<file path="config.mk">
export PLATFORM = sky130hd
export DESIGN_NAME = top_flat
export DESIGN_NICKNAME = d
export VERILOG_FILES = /design/src/rtl/top_if.sv /design/src/rtl/top.sv /design/src/flat_wrapper.sv
export SDC_FILE = /design/constraint.sdc
export NUM_CORES = 1
export LEC_CHECK = 0
export CAP_MARGIN = 20
export CELL_PAD_IN_SITES_DETAIL_PLACEMENT = 1
export CELL_PAD_IN_SITES_GLOBAL_PLACEMENT = 1
export CORE_ASPECT_RATIO = 0.9
export CORE_UTILIZATION = 24
export CTS_BUF_LIST = sky130_fd_sc_hd__clkbuf_4
export DETAILED_ROUTE_END_ITERATION = 8
export GPL_TIMING_DRIVEN = 0
export MAX_ROUTING_LAYER = met4
export PLACE_DENSITY_LB_ADDON = 0.1
export SETUP_SLACK_MARGIN = 0.05
export SLEW_MARGIN = 20
export SYNTH_ARGS = -nofsm -noshare
export SYNTH_HDL_FRONTEND = slang
export SYNTH_SLANG_ARGS = --single-unit
</file>
<file path="constraint.sdc">
create_clock -name clk -period 2.1 [get_ports clk]
set_input_delay 0.21 -clock clk [delete_from_list [all_inputs] [get_ports clk]]
set_output_delay 0.21 -clock clk [all_outputs]
set_load 0.005 [all_outputs]
</file>
<file path="src/rtl/top_if.sv">
// Player-facing signal bundle for the reaction-game round arbiter.
// The master side drives the buttons and the clear. The slave side returns the round result.
interface top_if;
  logic clr;
  logic pbi;
  logic pbr;
  logic winrnd;
  logic right;
  logic tie;

  modport master (output clr, pbi, pbr, input winrnd, right, tie);
  modport slave  (input clr, pbi, pbr, output winrnd, right, tie);
endinterface

</file>
<file path="src/rtl/top.sv">
// Two-player round arbiter: each button is synchronized and debounced.
// The first qualified press wins the round, or a same-cycle double press ties it.
module top #(
  parameter int DB_CYCLES = 3
) (
  input  logic clk,
  input  logic rst,
  top_if.slave bus
);

  localparam int CW = $clog2(DB_CYCLES + 1);
  localparam logic [CW-1:0] CntMax = CW'(DB_CYCLES);

  typedef enum logic [1:0] {ARMED, WIN_L, WIN_R, TIE} state_e;

  // Index 0 is the left button (pbi); index 1 is the right button (pbr).
  logic [1:0]    s1_q, s2_q;
  logic [CW-1:0] cnt_q [2];
  logic [CW-1:0] cnt_d [2];
  logic [1:0]    fired_q, fired_d;
  logic [1:0]    qual;
  state_e        state_q;
  logic          winrnd_q, right_q, tie_q;

  // fired_q blocks re-qualification until s2 drops. clr sets it so that a button held through a clear is ignored.
  // s1 is included in qual so that the full DB_CYCLES+2 sample window must stay high.
  always_comb begin
    for (int b = 0; b < 2; b++) begin
      cnt_d[b]   = cnt_q[b];
      fired_d[b] = fired_q[b];
      qual[b]    = 1'b0;
      if (bus.clr) begin
        cnt_d[b]   = '0;
        fired_d[b] = 1'b1;
      end else if (!s2_q[b]) begin
        cnt_d[b]   = '0;
        fired_d[b] = 1'b0;
      end else begin
        if (cnt_q[b] != CntMax) cnt_d[b] = cnt_q[b] + CW'(1);
        if (cnt_q[b] == CntMax) begin
          fired_d[b] = 1'b1;
          qual[b]    = !fired_q[b] && s1_q[b];
        end
      end
    end
  end

  always_ff @(posedge clk) begin
    if (rst) begin
      s1_q    <= '0;
      s2_q    <= '0;
      cnt_q   <= '{default: '0};
      fired_q <= '0;
    end else begin
      s1_q    <= {bus.pbr, bus.pbi};
      s2_q    <= s1_q;
      cnt_q   <= cnt_d;
      fired_q <= fired_d;
    end
  end

  always_ff @(posedge clk) begin
    if (rst || bus.clr) begin
      state_q  <= ARMED;
      winrnd_q <= 1'b0;
      right_q  <= 1'b0;
      tie_q    <= 1'b0;
    end else begin
      case (state_q)
        ARMED: begin
          if (qual == 2'b11) begin
            state_q <= TIE;
            tie_q   <= 1'b1;
          end else if (qual == 2'b01) begin
            state_q  <= WIN_L;
            winrnd_q <= 1'b1;
          end else if (qual == 2'b10) begin
            state_q  <= WIN_R;
            winrnd_q <= 1'b1;
            right_q  <= 1'b1;
          end
        end
        default: state_q <= state_q;
      endcase
    end
  end

  assign bus.winrnd = winrnd_q;
  assign bus.right  = right_q;
  assign bus.tie    = tie_q;

endmodule

</file>
<file path="src/flat_wrapper.sv">
// flat-port wrapper written by rule: the top's interface ports become plain ports
module top_flat 
#(
  parameter int DB_CYCLES = 3
)
  (clk, rst, bus_clr, bus_pbi, bus_pbr, bus_winrnd, bus_right, bus_tie);
  top_if bus_i ();
  input  logic clk;
  input  logic rst;
  input wire logic [$bits(bus_i.clr)-1:0] bus_clr;
  input wire logic [$bits(bus_i.pbi)-1:0] bus_pbi;
  input wire logic [$bits(bus_i.pbr)-1:0] bus_pbr;
  output wire logic [$bits(bus_i.winrnd)-1:0] bus_winrnd;
  output wire logic [$bits(bus_i.right)-1:0] bus_right;
  output wire logic [$bits(bus_i.tie)-1:0] bus_tie;
  assign bus_i.clr = bus_clr;
  assign bus_i.pbi = bus_pbi;
  assign bus_i.pbr = bus_pbr;
  assign bus_winrnd = bus_i.winrnd;
  assign bus_right = bus_i.right;
  assign bus_tie = bus_i.tie;
  top #(.DB_CYCLES(DB_CYCLES)) u_core (.clk(clk), .rst(rst), .bus(bus_i));
endmodule
</file>
### Word-level counts from Yosys, hierarchy flattened

Cells that the tools add are included.

| word-level totals | value |
|---|---|
| flip-flop bits (word level) | 15 |
| bits in latches | 0 |
| memory bits (writable) | 0 |
| ROM bits | 0 |
| bits of input ports | 5 |
| output and inout port bits | 3 |
| logic and storage cells | 56 |
| memories kept | 0 |

| cells by class | value |
|---|---|
| add/sub/neg operators | 2 |
| multiply operators | 0 |
| div/mod/pow operators | 0 |
| magnitude comparators | 0 |
| eq/ne operators | 9 |
| shift-type cells | 0 |
| mux-type cells | 17 |
| bitwise logic cells | 4 |
| reduce and logical (&&, ||, !) cells | 14 |

Operator list:

| kind | count |
|---|---|
| $mux W1 | 14 |
| $eq A2 B2 Y1 const B | 4 |
| $mux W2 | 3 |
| $ne A3 B3 Y1 const B | 2 |
| $reduce_or A3 Y1 | 2 |
| $add A2 B1 Y2 const B | 2 |
| $ne A2 B2 Y1 const B | 2 |
| $not A1 Y1 | 4 |
| $reduce_and A2 Y1 | 2 |
| $reduce_and A4 Y1 | 1 |
| $reduce_and A3 Y1 | 1 |
| $reduce_bool A3 Y1 | 1 |
| $eq A2 B1 Y1 const B | 1 |
| $logic_and A1 B1 Y1 | 2 |
| $logic_not A1 Y1 | 2 |
| $logic_not A2 Y1 | 1 |
| $reduce_bool A2 Y1 | 1 |
| $logic_or A1 B1 Y1 | 1 |

### Logic depth before layout (Yosys ltp)

Gate-level depths: netlist of run 1.

| depth | value |
|---|---|
| word-level depth | 9 |
| depth in mapped cells | 8 |
| depth with buffers taken out | 8 |

### Worst setup path before layout of run 1

Ideal clock, no wire load.

| timing path | value |
|---|---|
| path kind | reg2reg |
| from | reg u_core.cnt_q[2] in the netlist's numbering |
| to | reg u_core.state_q[0] |
| setup time | 58 ps |
| arrival | 1,977 ps |
| data required time | 2,042 ps |
| slack | 65 ps |
| cell stages (with the launch flop) | 9 |
| clock period less this slack | 2,035 ps |
| path through | dfxtp_1 -> ha_1 -> nand2_1 -> nor4b_2 -> inv_1 -> ha_1 -> or4b_1 -> nor3_2 -> o21a_1 |

| on the way | value |
|---|---|
| cells in the longest elaborated chain, start to end | 7 |
| elaborated cells on any way between the ends | 11 |

Ends and longest elaborated chain:

| what | line | source |
|---|---|---|
| from (decl) | top.sv:18 | `logic [CW-1:0] cnt_q [2];` |
| from (signal assigned) | top.sv:57 | `cnt_q <= cnt_d;` |
| $eq A2 B2 Y1 * | top.sv:40 | `if (cnt_q[b] == CntMax) begin` |
| $mux W1 * | top.sv:40 |  |
| $mux W1 * | top.sv:35 | `end else if (!s2_q[b]) begin` |
| $mux W1 * | top.sv:32 | `if (bus.clr) begin` |
| $eq A2 B2 Y1 (tied with other cells) | top.sv:77 | `end else if (qual == 2'b10) begin` |
| $reduce_bool A3 Y1 (no line) or $mux W2 (tied branches) | - |  |
| $reduce_and A2 Y1 (no line) or $mux W2 (tied branches) | - |  |
| to (signal assigned) | top.sv:83 | `default: state_q <= state_q;` |
| to (decl) | top.sv:22 | `state_e state_q;` |

Every way passes the cells marked *; elsewhere a longest branch is shown, timed or not.
A chain may end at the register's enable or synchronous reset.

### Worst setup path after layout of run 1

| timing path | value |
|---|---|
| from | reg u_core.cnt_q[1] in the netlist's numbering |
| to | reg u_core.state_q[0] |

Same word-level chain as after synthesis.

==> results of run 1 <==
==> cells by family after synthesis <==
family                   Yosys count
AND/OR/NAND/NOR                   25
XOR/XNOR                           2
AO/OA/AOI/OAI                      9
adder cells (fa/ha/maj)            6
flip-flops                        15
buffers and inverters              2
multiplexers                       2
==> power breakdown <==
group | total (mW) | internal [mW] | leakage (nW) | switching, mW
Combinational | 0.0212 | 0.0115 | 0.166 | 0.00963
Sequential | 0.295 | 0.290 | 0.124 | 0.00515
Clock | 0.180 | 0.0868 | 0.0184 | 0.0935
==> metal layers <==
metal | vias to the layer above | GRT usage, %
met5 | - | -
met4 | 0 | 3.75
met3 | 4 | 6.48
met2 | 9 | 15.7
met1 | 200 | 14.4
li1 | 234 | -
==> final cells by class <==
type / instances / area (um^2) / area share [%]
Inverter: 2 / 7.51 / 0.935
Clock buffer: 4 / 30.0 / 3.74
Multi-Input combinational cell: 44 / 338 / 42.1
Tap cell: 27 / 33.8 / 4.21
Timing Repair Buffer: 9 / 87.6 / 10.9
Sequential cell: 15 / 307 / 38.2
==> worst max-delay path, cell delays in order (launching register included) <==
cell and delay (ps):
dfxtp_1 380, ha_4 170, nand2_1 60, or3_1 340, ha_1 210, or4b_1 480, nor3_2 120, o21a_1 120
==> cell usage after synthesis <==
library cell	number	area share, %
nand3_1	1	0.82
ha_1	6	12
inv_1	2	1.2
nor3_2	1	1.6
nand2_1	6	3.7
dfxtp_1	15	49
nor4b_2	1	2.5
or3_1	1	1.0
o21ai_0	3	2.5
mux2i_1	2	3.3
nor2_1	6	3.7
nor3_1	4	3.3
o21a_1	3	3.7
or4b_1	1	1.6
nor2b_1	4	4.1
a21oi_1	3	2.5
xor2_1	2	2.9
==> repair_timing <==
item | CTS | global route
setup endpoints to repair | 1 | 1
gates resized for setup | 6 | 5
buffers inserted | 1 | 1
pin swaps | 1 | 1
==> metrics by stage <==
stage,power (mW),util [%]
finish,0.496,35.2
CTS,0.509,34.1
detailed placement,0.323,31.3
global placement,0.323,31.3
floorplan,0.309,-
global route,0.528,35.2
==> flip-flops by register name, indices dropped and copies added, names as in the netlist <==
register           flops
u_core.bus.tie         1
u_core.s1_q            2
u_core.cnt_q           4
u_core.state_q         2
u_core.bus.right       1
u_core.fired_q         2
u_core.s2_q            2
u_core.bus.winrnd      1
==> final timing paths <==
check / from / end / slack, ps / depth (start not counted)
worst max-delay path: u_core.cnt_q[1] / u_core.state_q[0] / 170 / 7
worst min register to register: u_core.bus.winrnd / u_core.bus.winrnd / 470 / 1
worst min-delay path: bus_clr / u_core.bus.tie / 270 / 2
worst max register to register: u_core.cnt_q[1] / u_core.state_q[0] / 170 / 7
==> flow_summary.yaml, run 1 <==
routing:
  dr_wl_met2_um: 435
  vias: 447
  detail_route.wirelength_um: 1120
  first_pass_iters: 2
  highest_layer: "met4"
  wl_per_cell_um: 11.1
  routedLengthMet1_um: 607
  drc_errors: 0
  postRouteAntennaNets: 0
  wl_met3_um: 59
  drtIter0Drc: 3
  vias_per_cell: 4.43
clock_network:
  cts_made_buffers: 3
  path_clk_slew_ps: 90
  cts_root_buf: "clkbuf_4"
  cts.path.max_buffers: 2
  cts_tree: "done"
  htree_num_levels: 1
  hold_buffers: 0
  cts.sinks: 15
  clock_latency_ps: 280
floorplanning:
  dieWidth_um: 55.1
  start_util_pct: 26.7
  core-area_mm2: 0.00228
  ios: 8
  die_area_mm2: 0.00274
  die_y_um: 49.8
  fp-row-count: 16
synth:
  synth_xor_area_share_pct: 2.87
  syn-instance-count: 61
  synth_simple_gate_area_share_pct: 22.4
  yosysSeqAreaShare_pct: 49.3
  synth.area.mux_share_pct: 3.29
  ys_ff_latch: 15
  synth-compound-area-share_pct: 8.62
  ys_types: 17
  avgSynthCellArea_um2: 9.99
  synthAdderAreaFrac_pct: 12.3
  synth_top_family_by_area: "simple AND/OR/NAND/NOR gates"
  yosysWarnings: 0
  syn_area_um2: 609
  syn_nets: 72
power:
  cellLeakagePower_nw: 0.308
  ir_drop_v: 0.000387
  p_per_area_mw_per_mm2: 618
layout:
  fin_cells: 101
  final_cell_mix: "dfxtp_1, nor2_1, clkdlybuf4s50_1, nand2_1"
  mostFrequentLayoutCell: "dfxtp_1"
  final_area_um2: 803
  area.growth.synth_to_final_pct: 31.8
  num_antenna_cells: 0
  fillers: 272
  nets: 86
  drive_gt1_share_pct: 18.9
placement:
  place_area_um2: 713
  post-dp-hpwl_um: 835
  dp_cells: 95
  portBuffers: 7
  dp_slack_ps: -250
  routabilityCongestion: 0.655
timing:
  fin_skew_ps: 0.668
  tightest_slew_ps: 512
  fin_crit_sh_pct: 92.1
  setup_ws_ps: 166
  hold_violations: 0
  fin_tns_setup_ps: 0
  finalMaxSlewViolations: 0
  slew_headroom_pct: 65.7
  fmax_mhz: 517
  rsz0062_at_grt: "false"
  period_minus_slack_ps: 1930
  finalSetupViolations: 0
  holdWs_ps: 271
critical_path:
  cp_max_fo: 4
  end_kind: "flip-flop"
  crit_type: "flip-flop to flip-flop"
  arrival_ps: 2170
  start_kind: "flip-flop"
  worst_ep_required_time_ps: 2340
outcome:
  status: "complete, no violations"
run:
  maxCapViolCount: 0
global_routing:
  antenna_found_initial: 0
  grt_overflow: 0
  grt_pass1_vias: 504
  grt_pass1_wl_um: 2160
  grt_usage_pct: 11.6
  grt_max_degree: 9
min_path:
  min_path_type: "primary input to flip-flop"
Power figures use the tool's default switching activity.
==> run 2, diff against run 1 <==
Settings changed: MAX_ROUTING_LAYER met4 to not set, PLACE_DENSITY_LB_ADDON 0.1 to 0.08.
==> flow_summary.yaml, run 2 (synthesis gave the netlist of run 1 again) <==
outcome:
  status: "complete, no violations"
timing:
  fin_crit_sh_pct: 91.5
  fin_skew_ps: 11.9
  hold_violations: 0
  setup_ws_ps: 179
  rsz0062_at_grt: "false"
  period_minus_slack_ps: 1920
  finalSetupViolations: 0
  finalMaxSlewViolations: 0
  holdWs_ps: 285
  fmax_mhz: 521
  tightest_slew_ps: 535
  fin_tns_setup_ps: 0
  slew_headroom_pct: 64.2
power:
  cellLeakagePower_nw: 0.318
  p_clk_share_pct: 34.6
  p_switching_uw: 114
  p_seq_share_pct: 60.8
  ir_drop_v: 0.000359
  power_uw: 487
  swShare_pct: 23.3
  p_comb_share_pct: 4.6
  p_int_uw: 374
  p_per_area_mw_per_mm2: 599
critical_path:
  cp_max_fo: 4
  end_kind: "flip-flop"
  crit_type: "flip-flop to flip-flop"
  worst_ep_required_time_ps: 2340
  arrival_ps: 2160
  start_kind: "flip-flop"
layout:
  final_cell_mix: "dfxtp_1, nor2_1, clkdlybuf4s50_1, nand2_1"
  drive_gt1_share_pct: 21.1
  area.growth.synth_to_final_pct: 33.5
  nets: 88
  mostFrequentLayoutCell: "dfxtp_1"
  seq_area_um2: 304
  num_antenna_cells: 0
  fillers: 270
  fin_cells: 103
  registers.top_by_ff_count: "u_core.cnt_q"
  multi_input_area_um2: 338
  largest_register_ffs: 4
floorplanning:
  ios: 8
  fp-row-count: 16
  dieWidth_um: 55.1
  start_util_pct: 26.7
  die_area_mm2: 0.00274
  die_y_um: 49.8
  core-area_mm2: 0.00228
clock_network:
  clock_latency_ps: 290
  cts_root_buf: "clkbuf_4"
  cts_made_buffers: 3
  cts_tree: "done"
  path_clk_slew_ps: 100
  htree_num_levels: 1
  cts.sinks: 15
  cts.path.max_buffers: 2
global_routing:
  grt_pass1_vias: 440
  grt_overflow: 0
  grt_usage_pct: 10.8
  grt_max_degree: 10
  grt_pass1_wl_um: 1970
  antenna_found_initial: 0
placement:
  routabilityCongestion: 0.665
  post-dp-hpwl_um: 838
  dp_cells: 95
  dp_slack_ps: -254
  portBuffers: 7
routing:
  drc_errors: 0
  postRouteAntennaNets: 0
  drtIter0Drc: 0
  first_pass_iters: 1
  wl_per_cell_um: 11.7
  vias_per_cell: 4.47
  detail_route.wirelength_um: 1210
  vias: 460
min_path:
  min_path_type: "primary input to flip-flop"
run:
  maxCapViolCount: 0
==> run 2: cell count changes in the layout (fill, tap and decap cells not counted), sizes merged <==
cell / change
buf: +2
clkbuf: -1
clkinv: +1
==> run 2: layer usage <==
metal	GRT usage [%]	up-vias	part of all wire (%)
met4	3.75	0	0.91
met3	6.48	2	5.0
li1	-	236	-
met2	14.9	9	45
met1	13.7	213	49
met5	0	-	0
==> run 2: through the flow <==
stage	util (%)	instance area (um^2)
after global routing	35.6	813
after floorplan	-	609
after CTS	33.9	774
after detailed placement	31.3	713
after global placement	31.3	713
final	35.6	813
==> run 2: final cells by class <==
class                   instances  area share [%]
clock buffers                   3            2.77
clock inverters                 1           0.615
inverters                       2           0.923
multi-input cells              44            41.5
flip-flops and latches         15            37.4
well taps                      27            4.15
repair buffers                 11            12.6
==> run 2: final timing paths <==
kind	start	to	slack (ps)	cells past startpoint
worst min-delay path	bus_clr	u_core.bus.tie	280	2
worst max-delay path	u_core.cnt_q[3]	u_core.state_q[0]	180	8
worst min register to register	u_core.s2_q[1]	u_core.cnt_q[0]	470	2
worst max register to register	u_core.cnt_q[3]	u_core.state_q[0]	180	8
==> run 2: critical path: stages, from the launching register on <==
cell,delay (ps)
dfxtp_2,370
ha_4,170
nand2_2,80
nor4b_4,250
inv_1,90
ha_1,210
or4b_1,480
nor3_2,120
o21a_1,120
==> run 2: repair_timing <==
item / in CTS / in global routing
endpoints found under the setup margin: 1 / 1
buffers inserted: 1 / 3
pin swaps: 2 / 1
hold buffers: 0 / 0
gates resized for setup: 6 / 4
endpoints found under the hold margin: 0 / 0
==> run 2: power groups by stage <==
stage                     registers (mW)  clock network [mW]  logic (mW)
after floorplan                    0.301                   0     0.00848
after detailed placement           0.302                   0      0.0214
after global routing               0.297               0.195      0.0245
final                              0.296               0.169      0.0222
after global placement             0.302                   0      0.0213
after CTS                          0.296               0.184      0.0223
==> variant 1: new RTL, flow settings as in run 2 <==
`DB_CYCLES` is set to 3 in 2 places; all go to 5.
--- a/src/rtl/top.sv
+++ b/src/rtl/top.sv
@@ -2,5 +2,5 @@
 // The first qualified press wins the round, or a same-cycle double press ties it.
 module top #(
-  parameter int DB_CYCLES = 3
+  parameter int DB_CYCLES = 5
 ) (
   input  logic clk,
--- a/src/flat_wrapper.sv
+++ b/src/flat_wrapper.sv
@@ -2,5 +2,5 @@
 module top_flat 
 #(
-  parameter int DB_CYCLES = 3
+  parameter int DB_CYCLES = 5
 )
   (clk, rst, bus_clr, bus_pbi, bus_pbr, bus_winrnd, bus_right, bus_tie);
Check against the original RTL: not equivalent (a bounded check fails within 10 cycles, from zero or initial values and one cycle with rst high).
==> variant 1 against run 2 <==
Total power is 13% higher; cell count is 23% higher; combinational power is 24% higher; cell area is 11% higher; critical path depth is 1 lower; routed wire length is 12% higher; hold slack better by 0.17 ns; sequential cell count is 2 higher; synthesized area is 24% higher; utilization is 4.0 points lower; clock power is 11% higher; worst setup slack better by 0.19 ns.
==> variant 1: results (changes against run 2) <==
| Metric | Value |
|---|---|
| Status | complete, no violations |
| Compound-Gate Fraction of Synth Area | 10.3% (+1.6 points) |
| Net switching power | 117 uW (+3.3%) |
| Multi-input combinational area share | 44.2% (+2.7 points) |
| #MultiIn Comb | 55 (+25%) |
| Mux cell area share after synthesis | 0% (-3.3 points) |
| Synth Area in Adders | 13.2% (+0.92 points) |
| Nonclk buf count | 7 (-4) |
| HP Start | u_core.bus.right$_SDFFE_PP0P_ |
| Maximum VDD drop | 0.299 mV (-17%) |
| Post-route setup slack | 0.370 ns (+0.191 ns) |
| Final Core Density | 31.7% (-4.0 points) |
| Leak | 0.362 nW (+14%) |
| Layout non-clock buf frac | 7.73% (-4.9 points) |
| Hold WC Path Type | flop to flop |
| Pre-CTS setup slack | 0.0852 ns (+0.339 ns) |
| Slew margin rel. | 76.2% (+12 points) |
| Final Hold Slack | 0.458 ns (+0.174 ns) |
| Dpl hpwl | 1060 um (+26%) |
| CP max FO | 5 (+1) |
| Yosys cell types | 22 (+5) |
| R2r setup slk | 0.37 ns (+0.19 ns) |
| Critical path's slowest cell | dfxtp_1 |
| DRT Pass-1 Iters | 2 (+1) |
| Cts repair resizes | 0 (-6) |
| DP Area | 876 um2 (+23%) |
| Clock Skews | 0.00292 ns (-0.00899 ns) |
| Critical path arrival | 1.97 ns (-0.19 ns) |
| Total GRT Usage | 9.57% (-1.2 points) |
| Commonest cells in the synthesized netlist | dfxtp_1, nor2_1, ha_1 |
[variant 1: cell count changes in the layout (fill, tap and decap cells not counted), sizes merged, moves of 2 or more]
| cell | before | now |
|---|---|---|
| dfxtp | 15 | 17 |
| and2b | 0 | 2 |
| a21o | 0 | 2 |
| a211oi | 0 | 2 |
| nor2b | 4 | 2 |
| o21ai | 3 | 1 |
| nor2 | 6 | 13 |
| xnor2 | 0 | 2 |
| inv | 2 | 4 |
| ha | 6 | 8 |
| mux2i | 2 | 0 |
| buf | 4 | 0 |
| xor2 | 2 | 0 |
[variant 1: metrics by stage]
step | power, mW | cells
2_1_floorplan | 0.354 | 76
3_3_place_gp | 0.369 | 123
3_5_place_dp | 0.370 | 123
4_1_cts | 0.566 | 127
5_1_grt | 0.587 | 127
6_report | 0.549 | 127
[variant 1: per-layer routing]
layer / GRT usage (%) / part of all wire, %
met5: 0 / 0
met2: 13.0 / 41
met4: 2.92 / 1.1
met3: 4.92 / 5.3
met1: 12.9 / 52
==> variant 2: new RTL, config.mk and constraints of run 2 <==
Without the edit above. Reset style: asynchronous (`rst`), changed in one clocked block.
--- a/src/rtl/top.sv
+++ b/src/rtl/top.sv
@@ -46,5 +46,5 @@
   end
 
-  always_ff @(posedge clk) begin
+  always_ff @(posedge clk or posedge rst) begin
     if (rst) begin
       s1_q    <= '0;
Check against the original RTL: same outputs for any inputs over 10 cycles, from zero or initial values and one cycle with rst high; that may be too few to reach the edited logic, so the function may still have changed.
==> variant 2 against run 2 <==
The run now ends with DRC left; highest routed layer unchanged; register-to-register slack gained 0.20 ns; total power grew 5.4%; worst setup slack gained 0.19 ns; synthesized cell count shrank 9.8%; sequential share of layout area grew 7.5 points; critical path depth shrank 2; sequential cell count is the same; combinational power grew 46%; hold slack gained 0.037 ns; synthesized area grew 6.0%; routed wire length shrank 9.9%; cell area shrank 4.0%.
==> variant 2: results (changes against run 2) <==
| Metric | Value |
|---|---|
| Compound-Gate Fraction of Synth Area | 6.78% (-1.8 points) |
| CP max FO | 7 (+3) |
| Final #Nets | 78 (-11%) |
| Failing checks | DRC |
| Pre-CTS setup slack | 0.0751 ns (+0.329 ns) |
| Drt drc | 2 (+2) |
| DRT Pass-1 Iters | 6 (+5) |
| Leak | 0.353 nW (+11%) |
| Net switching power | 113 uW (-0.20%) |
| Filler instances | 296 (+9.6%) |
| Dominant cells by area after synthesis | dfrtp_1, dfxtp_1, ha_1 |
| XOR/XNOR Fraction of Synth Area | 2.71% (-0.16 points) |
| DR vias | 419 (-8.9%) |
| Clock Skews | 0.00629 ns (-0.00562 ns) |
| Status | finished with violations |
| Layout cell share with drive strength beyond 1 | 13.6% (-7.4 points) |
| Worst-margin pin slew | 0.405 ns (-0.130 ns) |
| Iter 0 DRT Violations | 3 (+3) |
| First-pass GRT wire length | 1970 um (unchanged) |
| Hold WC Path Type | primary input to asynchronous set/reset pin |
| DP Area | 751 um2 (+5.3%) |
| Asr flop ratio synth | 66.7% (+67 points) |
| Dpl hpwl | 847 um (+1.0%) |
| Largest net degree at the start of global routing | 11 (+1) |
| Commonest cells in the synthesized netlist | dfrtp_1, ha_1, nor2_1 |
| Cts repair resizes | 0 (-6) |
| Routed wire length | 1090 um (-9.9%) |
| Total GRT Usage | 9.79% (-1.0 points) |
| Critical path arrival | 1.95 ns (-0.21 ns) |
| Syn nets | 66 (-8.3%) |
| Setup bufs post-CTS | 0 (-1) |
| Mux cell area share after synthesis | 3.10% (-0.18 points) |
| Maximum VDD drop | 0.275 mV (-23%) |
| Sequential area share after synthesis | 54.3% (+5.0 points) |
| Ys flop type | dfrtp_1 |
| Global placement routability congestion | 0.657 (-1.2%) |
## variant 2: cell count changes after synthesis, moves of 2 or more
cell | before | now
nand2b_4 | 0 | 2
a21oi_1 | 3 | 1
dfrtp_1 | 0 | 10
nor2b_1 | 4 | 0
dfxtp_1 | 15 | 5
nand2b_1 | 0 | 2
nand2_1 | 6 | 3
## variant 2: per-stage QoR
step / cells / utilization [%] / hold slack (ns)
floorplan: 55 / - / 0.0502
global placement: 90 / 29.9 / 0.365
detailed placement: 90 / 29.9 / 0.369
CTS: 94 / 31.1 / 0.328
global route: 94 / 31.1 / 0.336
finish: 94 / 31.1 / 0.322
## variant 2: critical path, stage by stage
cell and delay (ns):
clkdlybuf4s50_1 0.54, nand2b_4 0.21, or3_4 0.39, ha_1 0.22, nor4_1 0.23, a22o_1 0.15
## variant 2: final cells by class
cell class                 count  area share, %
multi-input combinational     37           36.4
inverter                       3           1.44
sequential                    15           44.9
clock buffer                   4           3.85
timing repair buffer           7           8.97
tap                           28           4.49
## variant 2: worst paths after layout
check                                                 start                        endpoint  slack (ns)  depth (start not counted)
worst max-delay path                                bus_clr  u_core.state_q[0]$_SDFFE_PP0P_        0.37                          6
worst min-delay path                                    rst        u_core.s2_q[0]$_DFF_PP0_        0.32                          2
worst max register to register  u_core.cnt_q[0]$_DFFE_PP0P_  u_core.state_q[0]$_SDFFE_PP0P_        0.38                          6
worst min register to register     u_core.s1_q[1]$_DFF_PP0_        u_core.s2_q[1]$_DFF_PP0_        0.39                          0
max in group asynchronous                               rst        u_core.s1_q[1]$_DFF_PP0_        1.49                          2
min in group clk                                    bus_pbi        u_core.s1_q[0]$_DFF_PP0_        0.36                          1
## variant 2: routing by layer
layer | wire length (um) | track usage (%) | vias up
met5 | 0 | 0 | -
met4 | 14 | 5.00 | 0
met3 | 57 | 5.32 | 2
met2 | 448 | 13.3 | 9
met1 | 567 | 12.3 | 201
li1 | - | - | 207
## variant 2: power groups by stage
stage	Combinational (mW)	Sequential, mW	Clock, mW
2_1_floorplan	0.0191	0.309	0
4_1_cts	0.0337	0.305	0.189
3_3_place_gp	0.0329	0.311	0
5_1_grt	0.0368	0.306	0.205
6_report	0.0325	0.305	0.176
3_5_place_dp	0.0337	0.311	0
## variant 2: cell families after synthesis
logic type | count (synthesis)
simple gates | 20
flops | 15
compound gates | 7
fa+ha+maj | 6
buf+inv | 3
xor+xnor | 2
mux | 2
